### config.mk
export PLATFORM = sky130hd
export DESIGN_NAME = muldiv_seq_flat
export DESIGN_NICKNAME = d
export VERILOG_FILES = /design/src/rtl/muldiv_if.sv /design/src/rtl/muldiv_seq.sv /design/src/flat_wrapper.sv
export SDC_FILE = /design/constraint.sdc
export NUM_CORES = 1
export LEC_CHECK = 0
export CORE_MARGIN = 2
export CORE_UTILIZATION = 42
export DETAILED_ROUTE_END_ITERATION = 8
export GPL_TIMING_DRIVEN = 0
export PLACE_DENSITY = 0.63
export SETUP_SLACK_MARGIN = 0.2
export SYNTH_ARGS = -nofsm -noshare
export SYNTH_HDL_FRONTEND = slang
export SYNTH_SLANG_ARGS = --single-unit
export TNS_END_PERCENT = 100
### constraint.sdc
create_clock -name clk -period 8.19 [get_ports clk]
set_input_delay 1.638 -clock clk [delete_from_list [all_inputs] [get_ports clk]]
set_output_delay 1.638 -clock clk [all_outputs]
set_load 0.005 [all_outputs]
### src/rtl/muldiv_if.sv
// muldiv_if -- request/response bundle between the EX stage and muldiv_seq.
//   start   : request a new M-extension operation (sampled only when idle)
//   funct3  : operation select (MUL/MULH/MULHSU/MULHU/DIV/DIVU/REM/REMU)
//   op_a    : rs1 operand (multiplicand / dividend)
//   op_b    : rs2 operand (multiplier / divisor)
//   flush   : pipeline flush, aborts any operation in progress
//   busy    : unit is iterating or sign-correcting
//   stall   : combinational hold request to IF/ID/EX
//   done    : one-cycle pulse, result valid while high
//   result  : operation result, held until the next accepted start
// master = requester (pipeline), slave = muldiv_seq.
interface muldiv_if #(
    parameter int XLEN = 32
);
    logic            start;
    logic [2:0]      funct3;
    logic [XLEN-1:0] op_a;
    logic [XLEN-1:0] op_b;
    logic            flush;
    logic            busy;
    logic            stall;
    logic            done;
    logic [XLEN-1:0] result;

    modport master (
        output start, funct3, op_a, op_b, flush,
        input  busy, stall, done, result
    );

    modport slave (
        input  start, funct3, op_a, op_b, flush,
        output busy, stall, done, result
    );
endinterface

### src/rtl/muldiv_seq.sv
// muldiv_seq -- sequential radix-2 multiply/divide unit for the RISC-V M extension.
// Fixed latency of XLEN+2 cycles from accepted start to the done pulse, for
// every funct3 including divide-by-zero and signed overflow.
// Ports:
//   clk   : rising-edge clock
//   rst_n : asynchronous active-low reset
//   bus   : muldiv_if slave modport (start/funct3/op_a/op_b/flush in,
//           busy/stall/done/result out)
module muldiv_seq #(
    parameter int XLEN = 32
) (
    input logic     clk,
    input logic     rst_n,
    muldiv_if.slave bus
);
    localparam int CNT_W = $clog2(XLEN) + 1;

    typedef enum logic [1:0] {IDLE, CALC, FIX, DONE} state_t;

    state_t          state;
    logic [CNT_W-1:0] cnt;
    logic [2:0]      fn;
    logic [XLEN-1:0] operand;   // multiplicand for MUL*, divisor for DIV*/REM*
    logic [XLEN-1:0] hi;        // product high half / partial remainder
    logic [XLEN-1:0] lo;        // multiplier -> product low half / dividend -> quotient
    logic            res_neg;   // final result must be negated in FIX
    logic            busy_q;
    logic            done_q;
    logic [XLEN-1:0] result_q;

    // Operand magnitudes and result sign, evaluated on the raw inputs so they
    // can be captured in the same edge that accepts start.
    logic            a_signed, b_signed, a_neg, b_neg, start_neg;
    logic [XLEN-1:0] a_mag, b_mag;

    always_comb begin
        a_signed = (bus.funct3 == 3'b001) || (bus.funct3 == 3'b010) ||
                   (bus.funct3 == 3'b100) || (bus.funct3 == 3'b110);
        b_signed = (bus.funct3 == 3'b001) || (bus.funct3 == 3'b100) ||
                   (bus.funct3 == 3'b110);
        a_neg    = a_signed & bus.op_a[XLEN-1];
        b_neg    = b_signed & bus.op_b[XLEN-1];
        a_mag    = a_neg ? -bus.op_a : bus.op_a;
        b_mag    = b_neg ? -bus.op_b : bus.op_b;
        // NOTE: every output of a combinational block needs a value on every
        // path (here via the case default) or synthesis infers a latch.
        case (bus.funct3)
            3'b001:  start_neg = a_neg ^ b_neg;
            3'b010:  start_neg = a_neg;
            // Divide by zero must return all-ones untouched, so no quotient negation.
            3'b100:  start_neg = (a_neg ^ b_neg) & (bus.op_b != '0);
            // Remainder follows the dividend; for a zero divisor this restores op_a.
            3'b110:  start_neg = a_neg;
            default: start_neg = 1'b0;
        endcase
    end

    // One radix-2 iteration for each operation class.
    logic [XLEN:0]   mul_sum;
    logic [XLEN:0]   div_shift;
    logic [XLEN-1:0] div_diff;
    logic            div_ge;

    always_comb begin
        mul_sum   = {1'b0, hi} + (lo[0] ? {1'b0, operand} : '0);
        div_shift = {hi, lo[XLEN-1]};
        div_ge    = div_shift >= {1'b0, operand};
        // When div_ge holds the true difference is below the divisor, so the
        // truncated subtraction is exact.
        div_diff  = div_shift[XLEN-1:0] - operand;
    end

    // Sign correction and output selection.
    logic [2*XLEN-1:0] prod_fix;
    logic [XLEN-1:0]   quot_fix, rem_fix, fix_value;

    always_comb begin
        prod_fix = res_neg ? -{hi, lo} : {hi, lo};
        quot_fix = res_neg ? -lo : lo;
        rem_fix  = res_neg ? -hi : hi;
        if (fn[2])
            fix_value = fn[1] ? rem_fix : quot_fix;
        else if (fn[1:0] == 2'b00)
            fix_value = prod_fix[XLEN-1:0];
        else
            fix_value = prod_fix[2*XLEN-1:XLEN];
    end

    // NOTE: state registers use non-blocking assignments so every register
    // samples pre-edge values regardless of statement order.
    always_ff @(posedge clk or negedge rst_n) begin
        if (!rst_n) begin
            state    <= IDLE;
            cnt      <= '0;
            fn       <= '0;
            operand  <= '0;
            hi       <= '0;
            lo       <= '0;
            res_neg  <= 1'b0;
            busy_q   <= 1'b0;
            done_q   <= 1'b0;
            result_q <= '0;
        end else if (bus.flush) begin
            state  <= IDLE;
            cnt    <= '0;
            busy_q <= 1'b0;
            done_q <= 1'b0;
        end else begin
            case (state)
                IDLE: begin
                    if (bus.start) begin
                        fn      <= bus.funct3;
                        res_neg <= start_neg;
                        cnt     <= '0;
                        hi      <= '0;
                        if (bus.funct3[2]) begin
                            operand <= b_mag;
                            lo      <= a_mag;
                        end else begin
                            operand <= a_mag;
                            lo      <= b_mag;
                        end
                        busy_q <= 1'b1;
                        state  <= CALC;
                    end
                end
                CALC: begin
                    // XLEN iterations, then one settling cycle at cnt == XLEN
                    // so the total latency is XLEN+2 edges.
                    if (cnt == CNT_W'(XLEN)) begin
                        state <= FIX;
                    end else begin
                        cnt <= cnt + 1'b1;
                        if (fn[2]) begin
                            hi <= div_ge ? div_diff : div_shift[XLEN-1:0];
                            lo <= {lo[XLEN-2:0], div_ge};
                        end else begin
                            hi <= mul_sum[XLEN:1];
                            lo <= {mul_sum[0], lo[XLEN-1:1]};
                        end
                    end
                end
                FIX: begin
                    result_q <= fix_value;
                    busy_q   <= 1'b0;
                    done_q   <= 1'b1;
                    state    <= DONE;
                end
                DONE: begin
                    done_q <= 1'b0;
                    state  <= IDLE;
                end
                default: state <= IDLE;
            endcase
        end
    end

    assign bus.busy   = busy_q;
    assign bus.done   = done_q;
    assign bus.result = result_q;
    assign bus.stall  = (bus.start & (state == IDLE) & ~bus.flush) | busy_q;
endmodule

### src/flat_wrapper.sv
// flat-port wrapper written by rule: the top's interface ports become plain ports
module muldiv_seq_flat 
#(
    parameter int XLEN = 32
)
  (clk, rst_n, bus_start, bus_funct3, bus_op_a, bus_op_b, bus_flush, bus_busy, bus_stall, bus_done, bus_result);
  muldiv_if #(.XLEN(XLEN)) bus_i ();
  input logic clk;
  input logic rst_n;
  input wire logic [$bits(bus_i.start)-1:0] bus_start;
  input wire logic [$bits(bus_i.funct3)-1:0] bus_funct3;
  input wire logic [$bits(bus_i.op_a)-1:0] bus_op_a;
  input wire logic [$bits(bus_i.op_b)-1:0] bus_op_b;
  input wire logic [$bits(bus_i.flush)-1:0] bus_flush;
  output wire logic [$bits(bus_i.busy)-1:0] bus_busy;
  output wire logic [$bits(bus_i.stall)-1:0] bus_stall;
  output wire logic [$bits(bus_i.done)-1:0] bus_done;
  output wire logic [$bits(bus_i.result)-1:0] bus_result;
  assign bus_i.start = bus_start;
  assign bus_i.funct3 = bus_funct3;
  assign bus_i.op_a = bus_op_a;
  assign bus_i.op_b = bus_op_b;
  assign bus_i.flush = bus_flush;
  assign bus_busy = bus_i.busy;
  assign bus_stall = bus_i.stall;
  assign bus_done = bus_i.done;
  assign bus_result = bus_i.result;
  muldiv_seq #(.XLEN(XLEN)) u_core (.clk(clk), .rst_n(rst_n), .bus(bus_i));
endmodule
==> After elaboration in Yosys (flattened, before gate mapping) <==
Index checks and enable logic that the tools add are counted.
{ "word_totals": {"in_bits": 71, "output_inout_bits": 35, "ff_bits": 142, "elab_cells": 93} }
{ "op_classes": {"n_addsub": 8, "order_cmp": 1, "eq_ne": 13, "reduce_logical": 19, "mux": 34, "bitwise_logic": 8} }
{ "op_table": {"columns": ["operator", "n"], "rows": [
  ["2-to-1 mux 32 bit", 17],
  ["negation 32 bit", 4],
  ["case mux 32 bit (2 select lines)", 2],
  ["2-to-1 mux 64 bit", 1],
  ["negation 64 bit", 1],
  ["adder 32 x 33 -> 33 bit", 1],
  [">= comparator 33 x 32 -> 1 bit", 1],
  ["nonzero test 32 bit", 1],
  ["subtractor 32 bit", 1],
  ["2-to-1 mux 6 bit", 3],
  ["case mux 6 bit (2 select lines)", 1],
  ["nonzero test 3 bit", 3],
  ["case mux 2 bit (4 select lines)", 1],
  ["adder 6 x 1 -> 6 bit, second input constant", 1],
  ["equality test 3 bit, second input constant", 2],
  ["equality test 6 bit, second input constant", 1],
  ["2-to-1 mux 2 bit", 3],
  ["inequality test 3 bit, second input constant", 2],
  ["AND reduction 2 bit", 3],
  ["AND reduction 3 bit", 2],
  ["bitwise AND 1 bit", 5],
  ["logical OR 1 bit", 5],
  ["equality test 2 bit, second input constant", 2],
  ["zero test 2 bit", 2],
  ["other kinds (14)", 18]
]} }

==> Depth between registers and ports, before layout <==
{ "depth": {"ltp_word": 9, "mapped_depth": 15, "mapped_depth_nobuf": 14} }

==> Worst setup path after synthesis <==
No wires, ideal clock.
{ "synth_timing": {"kind": "input to register", "from": "input port bus_op_a[8]", "to": "register u_core.lo[28]", "stages": 10, "required_ps": 8107, "path_buffers": 0, "arrival_ps": 3800, "setup_time_ps": 83, "path_slack_ps": 4308, "cell_sequence": "or4_1 > nor4_1 > nand2_1 > nor4_4 > nand2_1 > o31ai_1 > xor2_1 > a211oi_1 > a21oi_1 > o21ai_0"} }
{ "synth_between": {"elab_chain_len": 5} }
{ "synth_rtl": {"columns": ["element", "line_no", "rtl"], "rows": [
  ["start, declared", "flat_wrapper.sv:12", "input wire logic [$bits(bus_i.op_a)-1:0] bus_op_a;"],
  ["negation 32 bit", "muldiv_seq.sv:43", "a_mag = a_neg ? -bus.op_a : bus.op_a;"],
  ["2-to-1 mux 32 bit", "muldiv_seq.sv:43", null],
  ["2-to-1 mux 32 bit", "muldiv_seq.sv:116", "if (bus.funct3[2]) begin"],
  ["2-to-1 mux 32 bit", "muldiv_seq.sv:111", "if (bus.start) begin"],
  ["case mux 32 bit (2 select lines)", "muldiv_seq.sv:109", "case (state)"],
  ["end signal, assigned", "muldiv_seq.sv:118", "lo <= a_mag;"],
  ["end signal, assigned", "muldiv_seq.sv:121", "lo <= b_mag;"],
  ["end signal, assigned", "muldiv_seq.sv:136", "lo <= {lo[XLEN-2:0], div_ge};"],
  ["end, declared", "muldiv_seq.sv:25", "logic [XLEN-1:0] lo;"]
]} }
No other way between the ends. The select of a mux whose other input is x is not followed.
A chain may end at the register's enable or synchronous reset.

==> Final worst setup path <==
{ "layout_timing": {"from": "input port bus_flush", "to": "output port bus_stall"} }
{ "layout_between": {"elab_chain_len": 3} }
{ "layout_rtl": {"columns": ["element", "line_no", "rtl"], "rows": [
  ["start, declared", "flat_wrapper.sv:14", "input wire logic [$bits(bus_i.flush)-1:0] bus_flush;"],
  ["inverter 1 bit (no source line)", null, null],
  ["bitwise AND 1 bit", "muldiv_seq.sv:161", "assign bus.stall = (bus.start & (state == IDLE) & ~bus.flush) | busy_q;"],
  ["OR 1 bit", "muldiv_seq.sv:161", null],
  ["end, declared", "flat_wrapper.sv:16", "output wire logic [$bits(bus_i.stall)-1:0] bus_stall;"]
]} }
No other way between the ends.

==> metrics.yaml <==
status:
  outcome: "finished, final reports clean"
placement:
  hpwl_um: 44000
  placed_cell_area_mm2: 0.0161
  io_buffer_count: 104
  finalWeightedCongestion: 1.01
  dp.cells: 2461
setup_path:
  crit_path_start_kind: "primary input"
  required_ns: 6.55
  crit_type: "in2out"
  ff2ff_setup_slack_ns: 3.61
  crit_fanout: 10
  crit_arrival_ns: 3.52
  worst_setup_path_end_kind: "output port"
floorplan:
  core_region_area_mm2: 0.0337
  start_util: 0.429
  die_h_um: 190
  die_area_mm2: 0.0359
  io_pins: 106
  die_x_um: 190
  row_count: 67
route:
  drt_pass1_iterations: 6
  drt-total-wl_um: 55400
  drt-vias-per-instance: 6.12
  post_drt_wl_per_cell_um: 22.2
  ant_nets: 0
  vias: 15300
  drtIter0Drc: 1497
  drc: 0
clock_network:
  cts_buffer_depth: 2
  postCtsSetupBuffers: 0
  clk_pin_slew_ns: 0.07
  cts_tree: "done"
  clk_latency_ns: 0.44
  cts_root_buffer: "clkbuf_16"
  h-tree-depth: 4
  cts_hold_buf: 0
  clkSinkCount: 142
  cts_buffers: 17
  post_cts_resized: 0
layout:
  drive_above_1_share: 0.0587
  syn2layout_area_growth_pct: 15.6
  fin_nets: 2180
  antennaDiodeCount: 0
  nFillCells: 3302
  final_cell_count_no_fill: 2492
  fin_area_mm2: 0.0167
run:
  drv_cap: 0
sta:
  hold_viol: 0
  grt_setup_unrepaired: "false"
  clock_skew_ns: 0.00788
  post-route-period-util: 0.629
  max_freq_mhz: 194
  setup_viol_count_final: 0
  maxSlewViolCount: 0
  max-slew-margin-rel: 0.401
  hold_ws_ns: 0.481
  fin_crit_ns: 5.15
  worst_pin_slew_ns: 0.898
synth:
  synthTopCellsByCount: "207 x nand2_1, 197 x o21ai_0, 185 x nor2_1"
  ys.warnings.count: 0
  syn_area_mm2: 0.0145
  async_flop_share: 1.00
  syn_nets: 2056
  synth_area_per_cell_um2: 7.58
  synthFlopType: "dfrtp_1"
  synth_top_area_share: 0.246
  synthCells: 1908
  synth.largest_area_cell: "dfrtp_1"
  yosysMostFrequentCell: "nand2_1"
  synth_edf_count: 0
  synth-seq-cells: 142
  synth-seq-area-share: 0.246
  synthTopCellsByArea: "dfrtp_1 25%, o21ai_0 6.8%, ha_1 6.5%"
  synth_cell_types: 94
power:
  p_comb_frac: 0.679
  p_total_mw: 6.93
  p_sw_frac: 0.532
  p_sw_mw: 3.69
  max-vdd-ir-drop_mv: 0.193
  power_frac_seq: 0.195
  cellPowerDensity_mw_per_mm2: 414
  cellLeakagePower_nw: 7.01
  clockPowerShare: 0.126
  p_int_mw: 3.24
grt:
  first_global_vias: 14400
  grt_start_max_net_pins: 85
  antenna_found_initial: 0
  grt_use_total: 0.309
  overflow: 0
  grt_pass1_wl_um: 85300
min_path:
  hp-class: "reg2reg"
## critical path, stage by stage
cell	delay (ns)
clkdlybuf4s50_1	0.52
inv_1	0.09
nand3_1	0.17
clkbuf_1	0.53
nand2b_1	0.11
clkdlybuf4s50_1	0.46
## state kept, by name, summed over array words and instances (netlist names)
register           cells
u_core.bus.busy        1
u_core.bus.done        1
u_core.bus.result     32
u_core.cnt             6
u_core.fn              3
u_core.hi             32
u_core.lo             32
u_core.operand        32
u_core.res_neg         1
u_core.state           2
## layout make-up
class	instances	area (um^2)	area share
Timing Repair Buffer	105	1070	0.0639
Sequential cell	142	3550	0.212
Clock buffer	17	425	0.0254
Clock inverter	14	205	0.0123
Tap cell	448	561	0.0335
Inverter	78	293	0.0175
Multi-Input combinational cell	1566	10100	0.605
Buffer	122	498	0.0298
## final timing paths
path	startpoint	cells past startpoint	endpoint
max	bus_flush	6	bus_stall
min	u_core.bus.result[14]	2	u_core.bus.result[14]
max reg2reg	u_core.lo[0]	13	u_core.hi[29]
min reg2reg	u_core.bus.result[14]	2	u_core.bus.result[14]
max in group asynchronous	rst_n	2	u_core.bus.result[18]
min in group asynchronous	rst_n	1	u_core.bus.busy
## power by group through the flow
stage / clock network [mW] / logic (mW) / registers, mW
after floorplan: 0 / 3.18 / 1.20
after global placement: 0 / 4.51 / 1.34
after detailed placement: 0 / 4.55 / 1.35
after CTS: 0.879 / 4.57 / 1.33
after global routing: 0.906 / 5.10 / 1.38
final: 0.872 / 4.71 / 1.35
## placed cells by master, fill, tap and decap left out, types with 19 or more instances in the layout
cell type        synthesis  routed
a211oi_1                40      40
xor2_1                  76      76
dfrtp_1                142     142
a21oi_1                180     180
clkdlybuf4s50_1          0     103
nand3_1                 21      21
ha_1                    75      75
nor4_1                  23      23
nor3_1                  29      29
a21o_1                  31      31
nor2_1                 185     185
nand2b_1                19      19
o31ai_1                 35      35
clkbuf_1               101     101
xnor2_1                104     104
nand2_1                207     207
inv_1                   78      78
or3_1                   21      21
mux2i_1                 32      32
mux2_2                  42      42
o21ai_0                197     197
## through the flow
stage                util  TNS, ns  setup slack (ns)
floorplan               -        0              4.31
global placement    0.477   -68.87            -0.510
detailed placement  0.478        0              2.98
CTS                 0.496        0              3.00
global route        0.496        0              2.89
finish              0.496        0              3.04
## routing by layer
layer / vias up / global-route usage / routed length (um)
li1: 7111 / - / -
met4: 0 / 0.134 / 2420
met1: 7256 / 0.420 / 24000
met2: 756 / 0.477 / 24500
met3: 127 / 0.0612 / 4520
met5: - / 0 / 0
## logic make-up after synthesis
group | after synthesis | synth area share
AOI/OAI and AO/OA | 635 | 0.271
xor gates and xnor gates | 180 | 0.109
adders and majority gates | 77 | 0.0676
buffers and inverters | 200 | 0.0547
DFF | 142 | 0.246
muxes | 75 | 0.0564
and+or+nand+nor | 599 | 0.196
Note: power is estimated with default switching activity, not from simulation.
